==> config.mk <==
export PLATFORM = sky130hd
export DESIGN_NAME = mem_stage
export DESIGN_NICKNAME = d
export VERILOG_FILES = /design/src/rtl/mem_stage.sv
export SDC_FILE = /design/constraint.sdc
export NUM_CORES = 1
export LEC_CHECK = 0
export CAP_MARGIN = 30
export CELL_PAD_IN_SITES_DETAIL_PLACEMENT = 1
export CELL_PAD_IN_SITES_GLOBAL_PLACEMENT = 1
export CORE_UTILIZATION = 45
export CTS_CLUSTER_DIAMETER = 60
export DETAILED_ROUTE_END_ITERATION = 6
export DONT_BUFFER_PORTS = 1
export PLACE_DENSITY_LB_ADDON = 0.15
export SYNTH_ARGS = -nofsm -noshare
export SYNTH_HDL_FRONTEND = slang
export SYNTH_SLANG_ARGS = --single-unit
==> constraint.sdc <==
create_clock -name clk -period 4.72 [get_ports clk]
set_input_delay 0.944 -clock clk [delete_from_list [all_inputs] [get_ports clk]]
set_output_delay 0.944 -clock clk [all_outputs]
set_load 0.05 [all_outputs]
==> src/rtl/mem_stage.sv <==
// ---------------------------------------------------------------------------
// mem_stage -- memory-access pipeline stage
//
// Sits between the execute stage and write-back. Latches the EX->MEM and
// EX->WB buses when the valid/allow handshake permits, and takes the
// synchronous data-RAM read data. That data arrives one cycle after EX
// issued the request. If write-back stalls, the stage holds the read data.
// It then formats the loaded byte/half/word and drives the MEM->WB bus.
//
// Ports:
//   clk              rising-edge clock
//   reset            asynchronous, active-high reset
//   EX_valid         EX holds a valid instruction
//   EX_ready_go      EX output is complete this cycle
//   EXreg_2MEM       {alu_result[31:0], rkd_value[31:0], mem_we[3:0]}
//   EXreg_2WB        {rf_we, res_from_mem, rf_waddr[4:0], pc[31:0]}
//   EX_ld_op         000 ld.w, 001 ld.b, 010 ld.h, 011 ld.bu, 100 ld.hu
//   WB_allow_in      write-back can accept this cycle
//   data_sram_rdata  RAM read data, valid in the instruction's first MEM cycle
//   MEM_allow_in     this stage can accept from EX
//   MEM_ready_go     this stage's output is complete (always 1)
//   MEMreg_valid     valid toward write-back
//   MEMreg_2WB       {rf_we, rf_waddr[4:0], rf_wdata[31:0], pc[31:0]}
//   MEM_ale          (only with MEM_ALE_CHECK_EN) misaligned-load flag
//
// Optional feature macro: MEM_ALE_CHECK_EN
//   When defined, misaligned loads raise MEM_ale and suppress rf_we.
// ---------------------------------------------------------------------------
module mem_stage #(
    parameter int EX2MEM_LEN = 68,
    parameter int EX2WB_LEN  = 39,
    parameter int MEM2WB_LEN = 70
) (
    input  logic                  clk,
    input  logic                  reset,
    input  logic                  EX_valid,
    input  logic                  EX_ready_go,
    input  logic [EX2MEM_LEN-1:0] EXreg_2MEM,
    input  logic [EX2WB_LEN-1:0]  EXreg_2WB,
    input  logic [2:0]            EX_ld_op,
    input  logic                  WB_allow_in,
    input  logic [31:0]           data_sram_rdata,
    output logic                  MEM_allow_in,
    output logic                  MEM_ready_go,
    output logic                  MEMreg_valid,
    output logic [MEM2WB_LEN-1:0] MEMreg_2WB
`ifdef MEM_ALE_CHECK_EN
    ,
    output logic                  MEM_ale
`endif
);

    typedef enum logic {
        LIVE = 1'b0,
        HELD = 1'b1
    } hold_state_t;

    logic        MEM_valid;
    logic [31:0] mem_alu_result;
    logic [31:0] mem_rkd_value;
    logic [3:0]  mem_mem_we;
    logic        mem_rf_we;
    logic        mem_res_from_mem;
    logic [4:0]  mem_rf_waddr;
    logic [31:0] mem_pc;
    logic [2:0]  mem_ld_op;

    hold_state_t hold_state;
    hold_state_t hold_state_next;
    logic        hold_valid;
    logic [31:0] hold_data;

    logic        ex_fire;
    logic [31:0] eff_data;
    logic [1:0]  addr;
    logic [7:0]  load_byte;
    logic [15:0] load_half;
    logic [31:0] load_result;
    logic [31:0] rf_wdata;
    logic        rf_we_out;

    // Handshake: this stage never needs more than one cycle, so it can take
    // a new instruction whenever it is empty or its current one is leaving.
    assign MEM_ready_go = 1'b1;
    assign MEM_allow_in = !MEM_valid || (MEM_ready_go && WB_allow_in);
    assign MEMreg_valid = MEM_valid;
    assign ex_fire      = EX_valid && EX_ready_go;

    // Pipeline register. The valid bit follows EX on every accepting edge.
    // A bubble from EX leaves the payload fields at their previous values,
    // which avoids needless toggling.
    always_ff @(posedge clk or posedge reset) begin
        if (reset) begin
            MEM_valid        <= 1'b0;
            mem_alu_result   <= 32'h0;
            mem_rkd_value    <= 32'h0;
            mem_mem_we       <= 4'h0;
            mem_rf_we        <= 1'b0;
            mem_res_from_mem <= 1'b0;
            mem_rf_waddr     <= 5'h0;
            mem_pc           <= 32'h0;
            mem_ld_op        <= 3'b000;
        end else if (MEM_allow_in) begin
            MEM_valid <= ex_fire;
            if (ex_fire) begin
                mem_alu_result   <= EXreg_2MEM[67:36];
                mem_rkd_value    <= EXreg_2MEM[35:4];
                mem_mem_we       <= EXreg_2MEM[3:0];
                mem_rf_we        <= EXreg_2WB[38];
                mem_res_from_mem <= EXreg_2WB[37];
                mem_rf_waddr     <= EXreg_2WB[36:32];
                mem_pc           <= EXreg_2WB[31:0];
                mem_ld_op        <= EX_ld_op;
            end
        end
    end

    // Store operands ride along in the pipeline register but are consumed
    // at the RAM interface by EX, so nothing downstream reads them.
    logic unused_carried;
    assign unused_carried = ^{mem_rkd_value, mem_mem_we};

    // Hold-buffer state register. The RAM read data is captured on the
    // same edge the stage first stalls. It must be captured then, because
    // EX may issue a new request the following cycle and overwrite the RAM
    // output.
    always_ff @(posedge clk or posedge reset) begin
        if (reset) begin
            hold_state <= LIVE;
            hold_data  <= 32'h0;
        end else begin
            hold_state <= hold_state_next;
            if (hold_state == LIVE && hold_state_next == HELD) begin
                hold_data <= data_sram_rdata;
            end
        end
    end

    // Hold-buffer next state. The buffer enters HELD only when a real
    // instruction is stalled. It leaves on any accepting edge, and that
    // includes the edge where one instruction drains and the next is
    // accepted.
    always_comb begin
        hold_state_next = hold_state;
        case (hold_state)
            LIVE: if (MEM_valid && !WB_allow_in) hold_state_next = HELD;
            HELD: if (MEM_allow_in)              hold_state_next = LIVE;
            default:                             hold_state_next = LIVE;
        endcase
    end

    assign hold_valid = (hold_state == HELD);
    assign eff_data   = hold_valid ? hold_data : data_sram_rdata;
    assign addr       = mem_alu_result[1:0];

    // Load formatting. Misaligned addresses simply shift; with the check
    // enabled, they are flagged separately rather than altered here.
    always_comb begin
        load_byte = eff_data[7:0];
        case (addr)
            2'b00:   load_byte = eff_data[7:0];
            2'b01:   load_byte = eff_data[15:8];
            2'b10:   load_byte = eff_data[23:16];
            default: load_byte = eff_data[31:24];
        endcase
        load_half = addr[1] ? eff_data[31:16] : eff_data[15:0];

        load_result = eff_data;
        case (mem_ld_op)
            3'b001:  load_result = {{24{load_byte[7]}}, load_byte};
            3'b010:  load_result = {{16{load_half[15]}}, load_half};
            3'b011:  load_result = {24'h0, load_byte};
            3'b100:  load_result = {16'h0, load_half};
            default: load_result = eff_data;
        endcase
    end

    assign rf_wdata = mem_res_from_mem ? load_result : mem_alu_result;

`ifdef MEM_ALE_CHECK_EN
    logic is_word_load;
    logic is_half_load;
    logic misaligned;

    // Any ld_op code outside the byte/half set behaves as ld.w, so it is
    // checked for word alignment.
    assign is_word_load = !(mem_ld_op inside {3'b001, 3'b010, 3'b011, 3'b100});
    assign is_half_load = (mem_ld_op == 3'b010) || (mem_ld_op == 3'b100);
    assign misaligned   = (is_word_load && (addr != 2'b00)) ||
                          (is_half_load && addr[0]);
    assign MEM_ale      = MEM_valid && mem_res_from_mem && misaligned;
    assign rf_we_out    = mem_rf_we && !MEM_ale;
`else
    assign rf_we_out    = mem_rf_we;
`endif

    assign MEMreg_2WB = {rf_we_out, mem_rf_waddr, rf_wdata, mem_pc};

endmodule

==> flow_summary.json <==
{
  "status": "finished clean",
  "final_nets": 590,
  "htreeDepth": 3,
  "wl_met1_microns": 5690,
  "cp.required_ps": 3780,
  "num_vias": 3678,
  "final_cells": 595,
  "rsz0062_at_grt": "false",
  "hpwl_microns": 10260,
  "grt_pass1_vias": 3948,
  "relSlewSlack_pct": 32.58,
  "syn_area_per_cell_sq_um": 12.43,
  "drt_first_pass_iters": 4,
  "core_sq_um": 12010,
  "drtAntennaViolNets": 0,
  "die_w_microns": 113.0,
  "vdd_drop_max_v": 0.0004126,
  "boundaryPins": 220,
  "holdBufCountCts": 0,
  "synth_edf_count": 0,
  "routed_wl_microns": 13990,
  "syn_nets": 593,
  "yosys_register_bits": 108,
  "crit_type": "reg2out",
  "tns_ps": 0,
  "path_max_fanout": 23,
  "leakage_nw": 2.391,
  "routedWlPerCell_microns": 23.52,
  "clk_pin_slew_ps": 70,
  "vias_per_cell": 6.182,
  "finalSetupViolations": 0,
  "fmax_mhz": 260.7,
  "postPlaceCellArea_sq_um": 5709,
  "drive_gt1_share_pct": 37.72,
  "remaining_drc_errors": 0,
  "top_layer": "met4",
  "clkLatencyLatePin_ps": 350,
  "gp_congestion": 0.8269,
  "critPathArrivalTime_ps": 2890,
  "netlist_area_sq_um": 5543,
  "rows": 40,
  "start_kind": "flip-flop",
  "postCtsSetupBuffers": 0,
  "cts_sinks": 108,
  "async_flop_share_pct": 100.0,
  "die_area_sq_um": 12770,
  "ys.flop_type": "dfrtp_1",
  "p_per_area_nw_per_um2": 546.9,
  "grt-ovfl-total": 0,
  "diodes": 0,
  "drv_cap": 0,
  "nFillCells": 1215,
  "cts_made_buffers": 9,
  "portBuffers": 0,
  "track_usage_pct": 23.39,
  "skew_ps": 6.366,
  "die_y_microns": 113.0,
  "start_util_pct": 46.15,
  "cts.path.max_buffers": 2,
  "worst_pin_slew_ps": 1011,
  "timing.hold.ws_ps": 318.8,
  "synth_cell_types": 54,
  "cts_resized": 0,
  "end_kind": "primary output",
  "dp_cells": 578,
  "min_path_type": "in2async",
  "hold_viol": 0,
  "ys_seq_area_share_pct": 48.76,
  "post-route-min-period_ps": 3835,
  "grt_first_pass_wirelength_microns": 22510,
  "antenna_found_initial": 1,
  "yosysWarnings": 0,
  "fin_crit_sh_pct": 81.26,
  "syn_inst": 446,
  "clockRootBuffer": "clkbuf_16",
  "dr_wl_met2_microns": 6897,
  "dr_wl_met3_microns": 1233,
  "tritoncts": "done",
  "area_growth_pct": 8.758,
  "drt_iter0_markers": 191,
  "drv_slew": 0,
  "grt_max_degree": 74,
  "finalInstanceArea_sq_um": 6028
}
==> per-stage QoR <==
| step | total power, W | util (%) | setup WS, ps |
|---|---|---|---|
| 6_report | 0.003297 | 50.19 | 884.5 |
| 5_1_grt | 0.003454 | 50.19 | 698.8 |
| 4_1_cts | 0.003337 | 49.96 | 854.9 |
| 3_5_place_dp | 0.002581 | 47.53 | 1243 |
| 3_3_place_gp | 0.002550 | 47.53 | 1262 |
| 2_1_floorplan | 0.002339 | - | 930.4 |
==> worst max-delay path, stage by stage (launching register included) <==
cell	delay, ps
dfrtp_1	520
o21ai_1	400
and2_1	730
o21ai_0	260
o32a_1	630
==> final timing paths <==
path | from | slack (ps) | cells past startpoint | end
worst max-delay path | mem_ld_op[0] | 880 | 4 | MEMreg_2WB[62]
max in group asynchronous | reset | 3390 | 3 | hold_data[16]
worst max register to register | MEMreg_valid | 1970 | 4 | hold_data[1]
worst min register to register | hold_data[2] | 510 | 1 | hold_data[2]
worst min-delay path | reset | 320 | 1 | mem_pc[14]
min in group clk | hold_data[2] | 510 | 1 | hold_data[2]
==> per-layer routing <==
| metal | track usage [%] | vias up |
|---|---|---|
| met3 | 7.820 | 13 |
| met5 | 0 | - |
| met2 | 38.64 | 126 |
| met1 | 29.48 | 1872 |
| li1 | - | 1667 |
| met4 | 6.404 | 0 |
==> power by group <==
| part | internal [W] | switching [W] | total [W] |
|---|---|---|---|
| clock network | 0.000375 | 0.000364 | 0.000738 |
| registers | 0.00110 | 0.000375 | 0.00148 |
| logic | 0.000384 | 0.000697 | 0.00108 |
==> registers in the layout, indices dropped and copies added (netlist names) <==
name and flops:
hold_data 32, mem_alu_result 32, mem_pc 32, mem_rf_waddr 5, mem_ld_op 3, MEMreg_valid 1
hold_state 1, mem_res_from_mem 1, mem_rf_we 1
==> layout make-up <==
cell class,count,area [sq um],share of cell area (%)
Tap cell,147,183.9,3.051
Clock inverter,6,62.56,1.038
Inverter,9,36.28,0.6019
Sequential cell,108,2705,44.87
Multi-Input combinational cell,292,2619,43.44
Timing Repair Buffer,23,192.7,3.196
Clock buffer,10,229.0,3.798
==> logic make-up (layout without fill, tap and decap cells) <==
| kind of cell | Yosys count | after routing | share of synthesized area [%] |
|---|---|---|---|
| buffers and inverters | 46 | 48 | 4.176 |
| DFF | 108 | 108 | 48.76 |
| other | 1 | 1 | 0.06766 |
| muxes | 144 | 144 | 29.82 |
| AOI/OAI and AO/OA | 89 | 89 | 12.05 |
| xor gates and xnor gates | 1 | 1 | 0.1580 |
| and+or+nand+nor | 57 | 57 | 4.966 |
==> cell usage in the layout (no fill, tap or decap), types with 7 or more instances in the layout <==
cell type	synthesis	layout
buf_4	4	22
clkbuf_16	0	9
nand2_1	20	20
mux2_2	116	116
nor2_1	16	14
inv_1	8	7
a31oi_1	10	10
o32a_1	16	16
o22ai_1	8	8
dfrtp_1	108	106
o21ai_0	20	20
mux2i_1	23	23
==> cell usage after synthesis, drive strengths merged (2+ instances only) <==
| master | count | area share, % |
|---|---|---|
| o221ai | 2 | 0.32 |
| o21a | 2 | 0.29 |
| nand3 | 2 | 0.18 |
| and2 | 2 | 0.23 |
| a31oi | 10 | 1.1 |
| o2bb2ai | 4 | 0.63 |
| buf | 23 | 2.6 |
| o32a | 16 | 2.9 |
| clkbuf | 14 | 0.97 |
| dfrtp | 108 | 49 |
| nor3 | 2 | 0.27 |
| a211oi | 2 | 0.36 |
| o22ai | 8 | 0.90 |
| nand2 | 20 | 1.4 |
| nor2 | 16 | 1.1 |
| mux4 | 4 | 1.7 |
| and3 | 3 | 0.34 |
| mux2 | 116 | 24 |
| o21ai | 23 | 2.1 |
| inv | 8 | 0.54 |
| a221oi | 6 | 0.95 |
| mux2i | 24 | 4.6 |
| a21oi | 6 | 0.54 |
| nand2b | 4 | 0.45 |
Note: power is estimated with default switching activity, not from simulation.
